<file path="config.mk">
export PLATFORM = sky130hd
export DESIGN_NAME = hcmd_issuer
export DESIGN_NICKNAME = d
export VERILOG_FILES = /design/src/rtl/hcmd_issuer.sv
export SDC_FILE = /design/constraint.sdc
export NUM_CORES = 1
export LEC_CHECK = 0
export ABC_CLOCK_PERIOD_IN_PS = 12100
export BUFFER_PORTS_ARGS = -buffer_cell sky130_fd_sc_hd__buf_4
export CAP_MARGIN = 20
export CELL_PAD_IN_SITES_DETAIL_PLACEMENT = 0
export CELL_PAD_IN_SITES_GLOBAL_PLACEMENT = 1
export CORE_AREA = 2 2 184 186
export DETAILED_ROUTE_END_ITERATION = 7
export DIE_AREA = 0 0 186 188
export PLACE_DENSITY_LB_ADDON = 0.1
export SYNTH_ARGS = -nofsm -noshare
export SYNTH_HDL_FRONTEND = slang
export SYNTH_SLANG_ARGS = --single-unit
</file>
<file path="constraint.sdc">
create_clock -name clock_host -period 12.1 [get_ports clock_host]
set_input_delay 1.815 -clock clock_host [delete_from_list [all_inputs] [get_ports clock_host]]
set_output_delay 1.815 -clock clock_host [all_outputs]
set_load 0.02 [all_outputs]
</file>
<file path="src/rtl/hcmd_issuer.sv">
// Host-side IFQueue command issuer: serialises one CDB as 32-bit rows on the
// command queue, then polls its status on the query port until complete, error or timeout.
//
// Handshake: a request is taken on a rising edge where req_valid && req_ready;
// req_ready is high only in IDLE and a request offered while busy is dropped, not queued.
module hcmd_issuer #(
    parameter int CDB_ROWS    = 8,
    parameter int POLL_GAP    = 4,
    parameter int RSP_TIMEOUT = 16,
    parameter int MAX_POLLS   = 255
) (
    input  logic                    clock_host,
    input  logic                    reset,
    input  logic                    req_valid,
    input  logic [CDB_ROWS*32-1:0]  req_cdb,
    input  logic [7:0]              req_tag,
    output logic                    req_ready,
    output logic                    cmdq_select,
    output logic [31:0]             cmdq_data,
    output logic                    queryin_select,
    output logic [7:0]              querydata_out,
    output logic                    querydata_oe,
    input  logic                    queryout_select,
    input  logic [7:0]              querydata_in,
    output logic                    done,
    output logic [1:0]              done_status,
    output logic                    timeout_err,
    output logic                    busy,
    output logic [2:0]              dbg_state
);
    localparam int ROW_W  = (CDB_ROWS > 1) ? $clog2(CDB_ROWS) : 1;
    localparam int WAIT_W = (RSP_TIMEOUT > 1) ? $clog2(RSP_TIMEOUT) : 1;
    localparam int GAP_W  = (POLL_GAP > 1) ? $clog2(POLL_GAP) : 1;
    localparam logic [ROW_W-1:0]  ROW_LAST  = ROW_W'(CDB_ROWS - 1);
    localparam logic [WAIT_W-1:0] WAIT_LAST = WAIT_W'(RSP_TIMEOUT - 1);
    localparam logic [GAP_W-1:0]  GAP_LAST  = GAP_W'(POLL_GAP - 1);
    localparam logic [7:0]        POLL_MAX  = 8'(MAX_POLLS);

    typedef enum logic [2:0] {
        S_IDLE, S_ISSUE, S_QUERY, S_WAIT_RSP, S_GAP, S_DONE, S_TERR
    } state_t;

    state_t                  state;
    logic [CDB_ROWS*32-1:0]  cdb_q;
    logic [7:0]              tag_q;
    logic [ROW_W-1:0]        row_cnt;
    logic [WAIT_W-1:0]       wait_cnt;
    logic [GAP_W-1:0]        gap_cnt;
    logic [7:0]              poll_cnt;

    logic       rsp_hit;
    logic       rsp_final;
    logic       poll_fail;
    logic [7:0] poll_next;
    logic       unused_query_bits;

    assign req_ready = (state == S_IDLE);
    assign busy      = (state != S_IDLE);
    assign dbg_state = state;

    // Status bit 3 set means complete (11) or error (10); anything else is still pending.
    assign rsp_hit   = queryout_select && (state == S_QUERY || state == S_WAIT_RSP);
    assign rsp_final = rsp_hit && querydata_in[3];
    assign poll_fail = (rsp_hit && !querydata_in[3]) ||
                       (state == S_WAIT_RSP && !queryout_select && wait_cnt == WAIT_LAST);
    assign poll_next = (poll_cnt == 8'hFF) ? poll_cnt : poll_cnt + 8'd1;
    assign unused_query_bits = ^{querydata_in[7:4], querydata_in[1:0]};

    always_ff @(posedge clock_host or posedge reset) begin
        if (reset) begin
            state          <= S_IDLE;
            cdb_q          <= '0;
            tag_q          <= '0;
            row_cnt        <= '0;
            wait_cnt       <= '0;
            gap_cnt        <= '0;
            poll_cnt       <= '0;
            cmdq_select    <= 1'b0;
            cmdq_data      <= '0;
            queryin_select <= 1'b0;
            querydata_out  <= '0;
            querydata_oe   <= 1'b0;
            done           <= 1'b0;
            done_status    <= '0;
            timeout_err    <= 1'b0;
        end else begin
            case (state)
                S_IDLE: begin
                    if (req_valid) begin
                        // Row 0 goes out straight from the request; the rest shift out of cdb_q.
                        cmdq_select <= 1'b1;
                        cmdq_data   <= req_cdb[31:0];
                        cdb_q       <= req_cdb >> 32;
                        tag_q       <= req_tag;
                        row_cnt     <= '0;
                        poll_cnt    <= '0;
                        done_status <= '0;
                        state       <= S_ISSUE;
                    end
                end
                S_ISSUE: begin
                    if (row_cnt == ROW_LAST) begin
                        cmdq_select    <= 1'b0;
                        cmdq_data      <= '0;
                        queryin_select <= 1'b1;
                        querydata_oe   <= 1'b1;
                        querydata_out  <= tag_q;
                        wait_cnt       <= '0;
                        state          <= S_QUERY;
                    end else begin
                        cmdq_data <= cdb_q[31:0];
                        cdb_q     <= cdb_q >> 32;
                        row_cnt   <= row_cnt + 1'b1;
                    end
                end
                S_QUERY, S_WAIT_RSP: begin
                    queryin_select <= 1'b0;
                    querydata_oe   <= 1'b0;
                    querydata_out  <= '0;
                    if (rsp_final) begin
                        done_status <= querydata_in[3:2];
                        done        <= 1'b1;
                        state       <= S_DONE;
                    end else if (poll_fail) begin
                        poll_cnt <= poll_next;
                        if (poll_next == POLL_MAX) begin
                            timeout_err <= 1'b1;
                            done_status <= 2'b00;
                            state       <= S_TERR;
                        end else begin
                            gap_cnt <= '0;
                            state   <= S_GAP;
                        end
                    end else begin
                        if (state == S_WAIT_RSP) wait_cnt <= wait_cnt + 1'b1;
                        state <= S_WAIT_RSP;
                    end
                end
                S_GAP: begin
                    if (gap_cnt == GAP_LAST) begin
                        queryin_select <= 1'b1;
                        querydata_oe   <= 1'b1;
                        querydata_out  <= tag_q;
                        wait_cnt       <= '0;
                        state          <= S_QUERY;
                    end else begin
                        gap_cnt <= gap_cnt + 1'b1;
                    end
                end
                S_DONE: begin
                    done  <= 1'b0;
                    state <= S_IDLE;
                end
                S_TERR: begin
                    timeout_err <= 1'b0;
                    state       <= S_IDLE;
                end
                default: state <= S_IDLE;
            endcase
        end
    end
endmodule

</file>
== Yosys cells after proc, flatten, opt, wreduce, memory -nomap -nowiden ==
Cells that the tools add are included.

* Equal/unequal tests: 25
* Multiplexer cells: 52
* $add $sub $neg: 4
* Reductions and logical operators: 30

{| class="wikitable"
|+ Operators with widths
! kind !! number
|-
| $mux W256 || 2
|-
| $pmux W256 S2 || 1
|-
| $mux W32 || 2
|-
| $pmux W32 S2 || 1
|-
| $mux W8 || 6
|-
| $ne A2 B2 Y1 const B || 12
|-
| $pmux W8 S3 || 1
|-
| $mux W3 || 7
|-
| $mux W4 || 5
|-
| $mux W2 || 9
|-
| $eq A8 B8 Y1 const B || 2
|-
| $pmux W8 S2 || 1
|-
| $eq A3 B3 Y1 const B || 4
|-
| $pmux W3 S4 || 1
|-
| $pmux W4 S3 || 1
|-
| $reduce_and A3 Y1 || 4
|-
| $reduce_and A4 Y1 || 3
|-
| $reduce_bool A2 Y1 || 5
|-
| $add A8 B1 Y8 const B || 1
|-
| $mux W1 || 8
|-
| $pmux W2 S2 || 2
|-
| $eq A3 B2 Y1 const B || 2
|-
| $ne A3 B3 Y1 const B || 2
|-
| $pmux W1 S2 || 3
|-
| other kinds (17) || 26
|}

* Input bits: 276
* Output and inout port bits: 52
* Word-level logic and storage cells: 125
* Register bits after elaboration: 330

== Depth between registers and ports, before layout ==
* Depth in word-level cells: 8
* Gate-level depth with buffers: 10
* Depth with buffers taken out: 7

== Worst setup path before layout ==
Ideal clock, no wire load.

* Path type: register to output
* From: register state[1], in the netlist dbg_state[1]
* To: output busy
* Setup slack: 8,980 ps
* Arrival: 1,305 ps
* Path buffers: 1
* Stages on the path, launching flop included: 4
* Required time: 10,285 ps
* Cell sequence: dfrtp_1 > buf_4 > nor3_2 > inv_1

* Longest elaborated chain between the ends: 1

{| class="wikitable"
|+ Ends and longest elaborated chain
! item !! line !! RTL
|-
| from (decl) || 43 || <nowiki>state_t state;</nowiki>
|-
| from (signal assigned) || 71 || <nowiki>state <= S_IDLE;</nowiki>
|-
| from (signal assigned) || 98 || <nowiki>state <= S_ISSUE;</nowiki>
|-
| from (signal assigned) || 109 || <nowiki>state <= S_QUERY;</nowiki>
|-
| $reduce_bool A3 Y1 || 58 || <nowiki>assign busy = (state != S_IDLE);</nowiki>
|-
| to (decl) || 28 || <nowiki>output logic busy,</nowiki>
|}

No other way between the ends.

== Worst setup path in the final report ==
* From: register state[1], in the netlist dbg_state[1]
* To: register cdb_q[28]

* Longest elaborated chain between the ends: 3
* Elaborated cells on any way between the ends: 7
* Those cells by class: eq/ne (3); mux (1); reduce/logical (3)

{| class="wikitable"
|+ Ends and longest elaborated chain
! item !! line !! RTL
|-
| $eq A3 B1 Y1 / $logic_not A3 Y1 (equally long branches) || 87 || <nowiki>case (state)</nowiki>
|-
| $ne A2 B2 Y1 (no source line) / $reduce_bool A2 Y1 (equally long branches) || n/a ||
|-
| $reduce_and A3 Y1 (no source line) || n/a ||
|-
| to (signal assigned) || 93 || <nowiki>cdb_q <= req_cdb >> 32;</nowiki>
|-
| to (signal assigned) || 112 || <nowiki>cdb_q <= cdb_q >> 32;</nowiki>
|-
| to (decl) || 44 || <nowiki>logic [CDB_ROWS*32-1:0] cdb_q;</nowiki>
|}

Parallel ways exist; a longest one is shown, timed or not.
A chain may end at the register's enable or synchronous reset.

==> impl_metrics.xml <==
<?xml version="1.0" encoding="UTF-8"?>
<metrics>
  <group name="synthesis">
    <metric name="post-synth-top-area-fraction" unit="">0.544</metric>
    <metric name="post_synthesis_xor_xnor_area_fraction" unit="">0</metric>
    <metric name="post_synthesis_share_of_cell_area_spent_on_full_adders_half_adders_and_majority_gates" unit="">0.00456</metric>
    <metric name="netlist_top_cells_area" unit="">dfrtp_1, mux2i_1, o21ai_0</metric>
    <metric name="post_synth_most_frequent_cells" unit="">dfrtp_1, nand2_1, mux2i_1</metric>
    <metric name="synth_compound_area_frac" unit="">0.122</metric>
    <metric name="postSynthNetCount" unit="">1562</metric>
    <metric name="synth_most_common_cell" unit="">dfrtp_1</metric>
    <metric name="netlist_instances" unit="">1281</metric>
    <metric name="synth.area.mux_share" unit="">0.170</metric>
    <metric name="sequential_share_of_the_synthesized_area" unit="">0.544</metric>
    <metric name="yosys.area_share.simple" unit="">0.114</metric>
    <metric name="ys_types" unit="">44</metric>
    <metric name="yosysWarningCount" unit="">0</metric>
    <metric name="synth-edff-count" unit="">0</metric>
    <metric name="synth_top_family_by_area" unit="">multiplexers</metric>
    <metric name="synth_top_flop_cell" unit="">dfrtp_1</metric>
    <metric name="syn_area" unit="um2">13700</metric>
    <metric name="synth_seq_cells" unit="">298</metric>
    <metric name="post_synth_arst_share" unit="">1.00</metric>
    <metric name="synth.largest_area_cell" unit="">dfrtp_1</metric>
    <metric name="syn_area_per_cell" unit="um2">10.7</metric>
  </group>
  <group name="timing">
    <metric name="finalSetupViolations" unit="">0</metric>
    <metric name="fin_setup_tns" unit="ns">0</metric>
    <metric name="worstMarginPinSlew" unit="ns">1.10</metric>
    <metric name="slew_headroom" unit="">0.268</metric>
    <metric name="achievable-frequency" unit="GHz">0.280</metric>
    <metric name="fin_skew" unit="ns">0.0145</metric>
    <metric name="final-max-slew-violation-count" unit="">0</metric>
    <metric name="final_worst_path_cycle_share" unit="">0.296</metric>
    <metric name="fin_hold_ws" unit="ns">0.462</metric>
    <metric name="report.final.hold_viol_count" unit="">0</metric>
    <metric name="rsz0062_at_grt" unit="">false</metric>
    <metric name="timing.final.crit_period" unit="ns">3.58</metric>
  </group>
  <group name="global_route">
    <metric name="grt_max_degree" unit="">160</metric>
    <metric name="track_usage" unit="">0.190</metric>
    <metric name="grt_pass1_wl" unit="um">53100</metric>
    <metric name="grt_antenna_before_repair" unit="">1</metric>
    <metric name="overflow" unit="">0</metric>
    <metric name="grt_pass1_vias" unit="">9794</metric>
  </group>
  <group name="clocking">
    <metric name="cts_max_level" unit="">2</metric>
    <metric name="max-clock-path-buffers" unit="">3</metric>
    <metric name="root_buffer_cell" unit="">clkbuf_16</metric>
    <metric name="post_cts.resized_instances" unit="">0</metric>
    <metric name="worstSkewPairLatency" unit="ns">0.50</metric>
    <metric name="cts.sink_count" unit="">298</metric>
    <metric name="clk_pin_slew" unit="ns">0.05</metric>
    <metric name="numCtsBuffers" unit="">36</metric>
    <metric name="cts_setup_buffers" unit="">0</metric>
    <metric name="ctsHoldBuffers" unit="">0</metric>
    <metric name="cts_tree" unit="">done</metric>
  </group>
  <group name="finish">
    <metric name="areaGrowthSynthToFinish" unit="%">26.1</metric>
    <metric name="fraction_of_layout_instances_using_a_drive_strength_above_1" unit="">0.251</metric>
    <metric name="nNetsFinal" unit="">1833</metric>
    <metric name="diodes" unit="">0</metric>
    <metric name="finish.utilization" unit="">0.522</metric>
    <metric name="layout.cell_area.non_filler" unit="um2">17300</metric>
  </group>
  <group name="place">
    <metric name="gp_congestion" unit="">0.758</metric>
    <metric name="hpwl" unit="um">22900</metric>
    <metric name="portBuffers" unit="">321</metric>
    <metric name="post_detailed_placement_cell_area" unit="um2">16200</metric>
  </group>
  <group name="floorplanning">
    <metric name="die_height" unit="um">188</metric>
    <metric name="core-area" unit="um2">33100</metric>
    <metric name="floorplan.io_pins" unit="">328</metric>
    <metric name="die_x" unit="um">186</metric>
    <metric name="floorplan.die_area" unit="um2">35000</metric>
    <metric name="placement_rows" unit="">67</metric>
    <metric name="floorplan.initialDensity" unit="">0.414</metric>
  </group>
  <group name="power">
    <metric name="swShare" unit="">0.401</metric>
    <metric name="p_per_cell_area" unit="nW/um2">293</metric>
    <metric name="clock_share_of_power" unit="">0.196</metric>
    <metric name="leakage_dissipation" unit="uW">0.00872</metric>
    <metric name="p_comb_frac" unit="">0.466</metric>
    <metric name="cell_internal_pwr" unit="uW">3040</metric>
    <metric name="switchingPower" unit="uW">2030</metric>
    <metric name="seq_power_share" unit="">0.338</metric>
    <metric name="vdd_drop_max" unit="V">0.000238</metric>
    <metric name="report.power.total" unit="uW">5070</metric>
  </group>
  <group name="drt">
    <metric name="number_of_iterations_in_the_first_detailed_routing_pass" unit="">5</metric>
    <metric name="ant_nets" unit="">0</metric>
    <metric name="wl" unit="um">33500</metric>
    <metric name="routed_wire_length_per_instance" unit="um">16.6</metric>
    <metric name="routed-via-count" unit="">9833</metric>
    <metric name="drt-initial-drc-count" unit="">506</metric>
    <metric name="number_of_vias_per_cell_after_detailed_routing" unit="">4.87</metric>
    <metric name="drt_drc_violations_left" unit="">0</metric>
  </group>
  <group name="flow_run">
    <metric name="drv.max_cap_violation_count" unit="">0</metric>
  </group>
  <group name="outcome">
    <metric name="run_status" unit="">finished, final reports clean</metric>
  </group>
  <group name="worst_setup_path">
    <metric name="worst-path-max-fanout" unit="">83</metric>
    <metric name="timing.setup.critical_path_class" unit="">reg2reg</metric>
    <metric name="cp_data_arrival_time" unit="ns">3.92</metric>
    <metric name="data_required_time_of_the_worst_path" unit="ns">12.44</metric>
    <metric name="critical_path.startpoint_type" unit="">flip-flop</metric>
    <metric name="critical_path.endpoint_type" unit="">flip-flop</metric>
  </group>
  <group name="worst_hold_path">
    <metric name="hp-class" unit="">reg2reg</metric>
  </group>
</metrics>
[power by group through the flow]
stage                     registers [uW]  clock network (uW)  logic (uW)
after CTS                           1720                1030        2390
after global placement              1720                   0        2340
after global routing                1770                1070        2670
after floorplan                     1740                   0        1900
after detailed placement            1740                   0        2380
final                               1710                 997        2360
[metal layers]
layer / share of wire / GRT usage
met1: 0.49 / 0.285
met2: 0.41 / 0.271
met3: 0.085 / 0.0600
met4: 0.012 / 0.0369
met5: 0.00039 / 0
[placed cells by master, fill, tap and decap left out, types with 2 or more instances in the layout]
master,instances
buf_4,330
dfrtp_1,298
nand2_1,250
mux2i_1,229
o21ai_0,200
a22o_1,37
o21ai_1,37
clkbuf_16,37
nand3b_1,35
nand3_1,17
nor2_1,12
clkbuf_1,10
a21oi_1,9
clkbuf_8,7
inv_1,5
and3_1,5
ha_1,5
and2_1,3
nor3_1,3
nand4_1,3
and4_1,3
mux2_2,3
nor2b_1,2
a21o_1,2
a31oi_1,2
nor3b_1,2
clkinv_2,2
[area by class of cell]
class	count	area [um2]
inverter	7	33.8
sequential	298	7460
clock inverter	3	17.5
fill	3087	15800
tap	448	561
timing repair buffer	332	2520
clock buffer	54	1060
multi-input combinational	877	5640
[cells by family after synthesis]
| group | Yosys count |
|---|---|
| adder cells (fa/ha/maj) | 5 |
| AND/OR/NAND/NOR | 345 |
| AO/OA/AOI/OAI | 295 |
| buffers and inverters | 106 |
| multiplexers | 232 |
| flip-flops | 298 |
[state kept, by name, indices dropped and copies added (netlist names)]
name,count
dbg_state,3
done_status,2
cmdq_select,1
done,1
wait_cnt,4
cdb_q,224
poll_cnt,8
querydata_oe,1
row_cnt,3
tag_q,8
timeout_err,1
cmdq_data,32
querydata_out,8
gap_cnt,2
[critical path, cell delays in order (launching register included)]
cell,delay [ns]
dfrtp_1,0.54
nor2_1,0.29
and2_4,0.45
buf_4,0.76
buf_4,0.87
mux2i_1,0.32
o21ai_0,0.10
[stage by stage]
stage	cells	setup slack [ns]
4_1_cts	2018	8.48
6_report	2019	8.52
2_1_floorplan	1281	2.05
3_3_place_gp	1961	8.03
5_1_grt	2019	8.22
3_5_place_dp	1961	7.95
[final timing paths]
kind / startpoint / slack (ns) / end / cells after the start
worst min register to register: querydata_out[5]$_DFFE_PP0P_ / 0.46 / querydata_out[5]$_DFFE_PP0P_ / 2
min in group asynchronous: reset / 1.51 / cdb_q[138]$_DFFE_PP0P_ / 2
max in group asynchronous: reset / 9.15 / cdb_q[21]$_DFFE_PP0P_ / 3
worst max register to register: dbg_state[1]$_DFFE_PP0P_ / 8.52 / cdb_q[28]$_DFFE_PP0P_ / 6
worst max-delay path: dbg_state[1]$_DFFE_PP0P_ / 8.52 / cdb_q[28]$_DFFE_PP0P_ / 6
worst min-delay path: querydata_out[5]$_DFFE_PP0P_ / 0.46 / querydata_out[5]$_DFFE_PP0P_ / 2
Note: power is estimated with default switching activity, not from simulation.
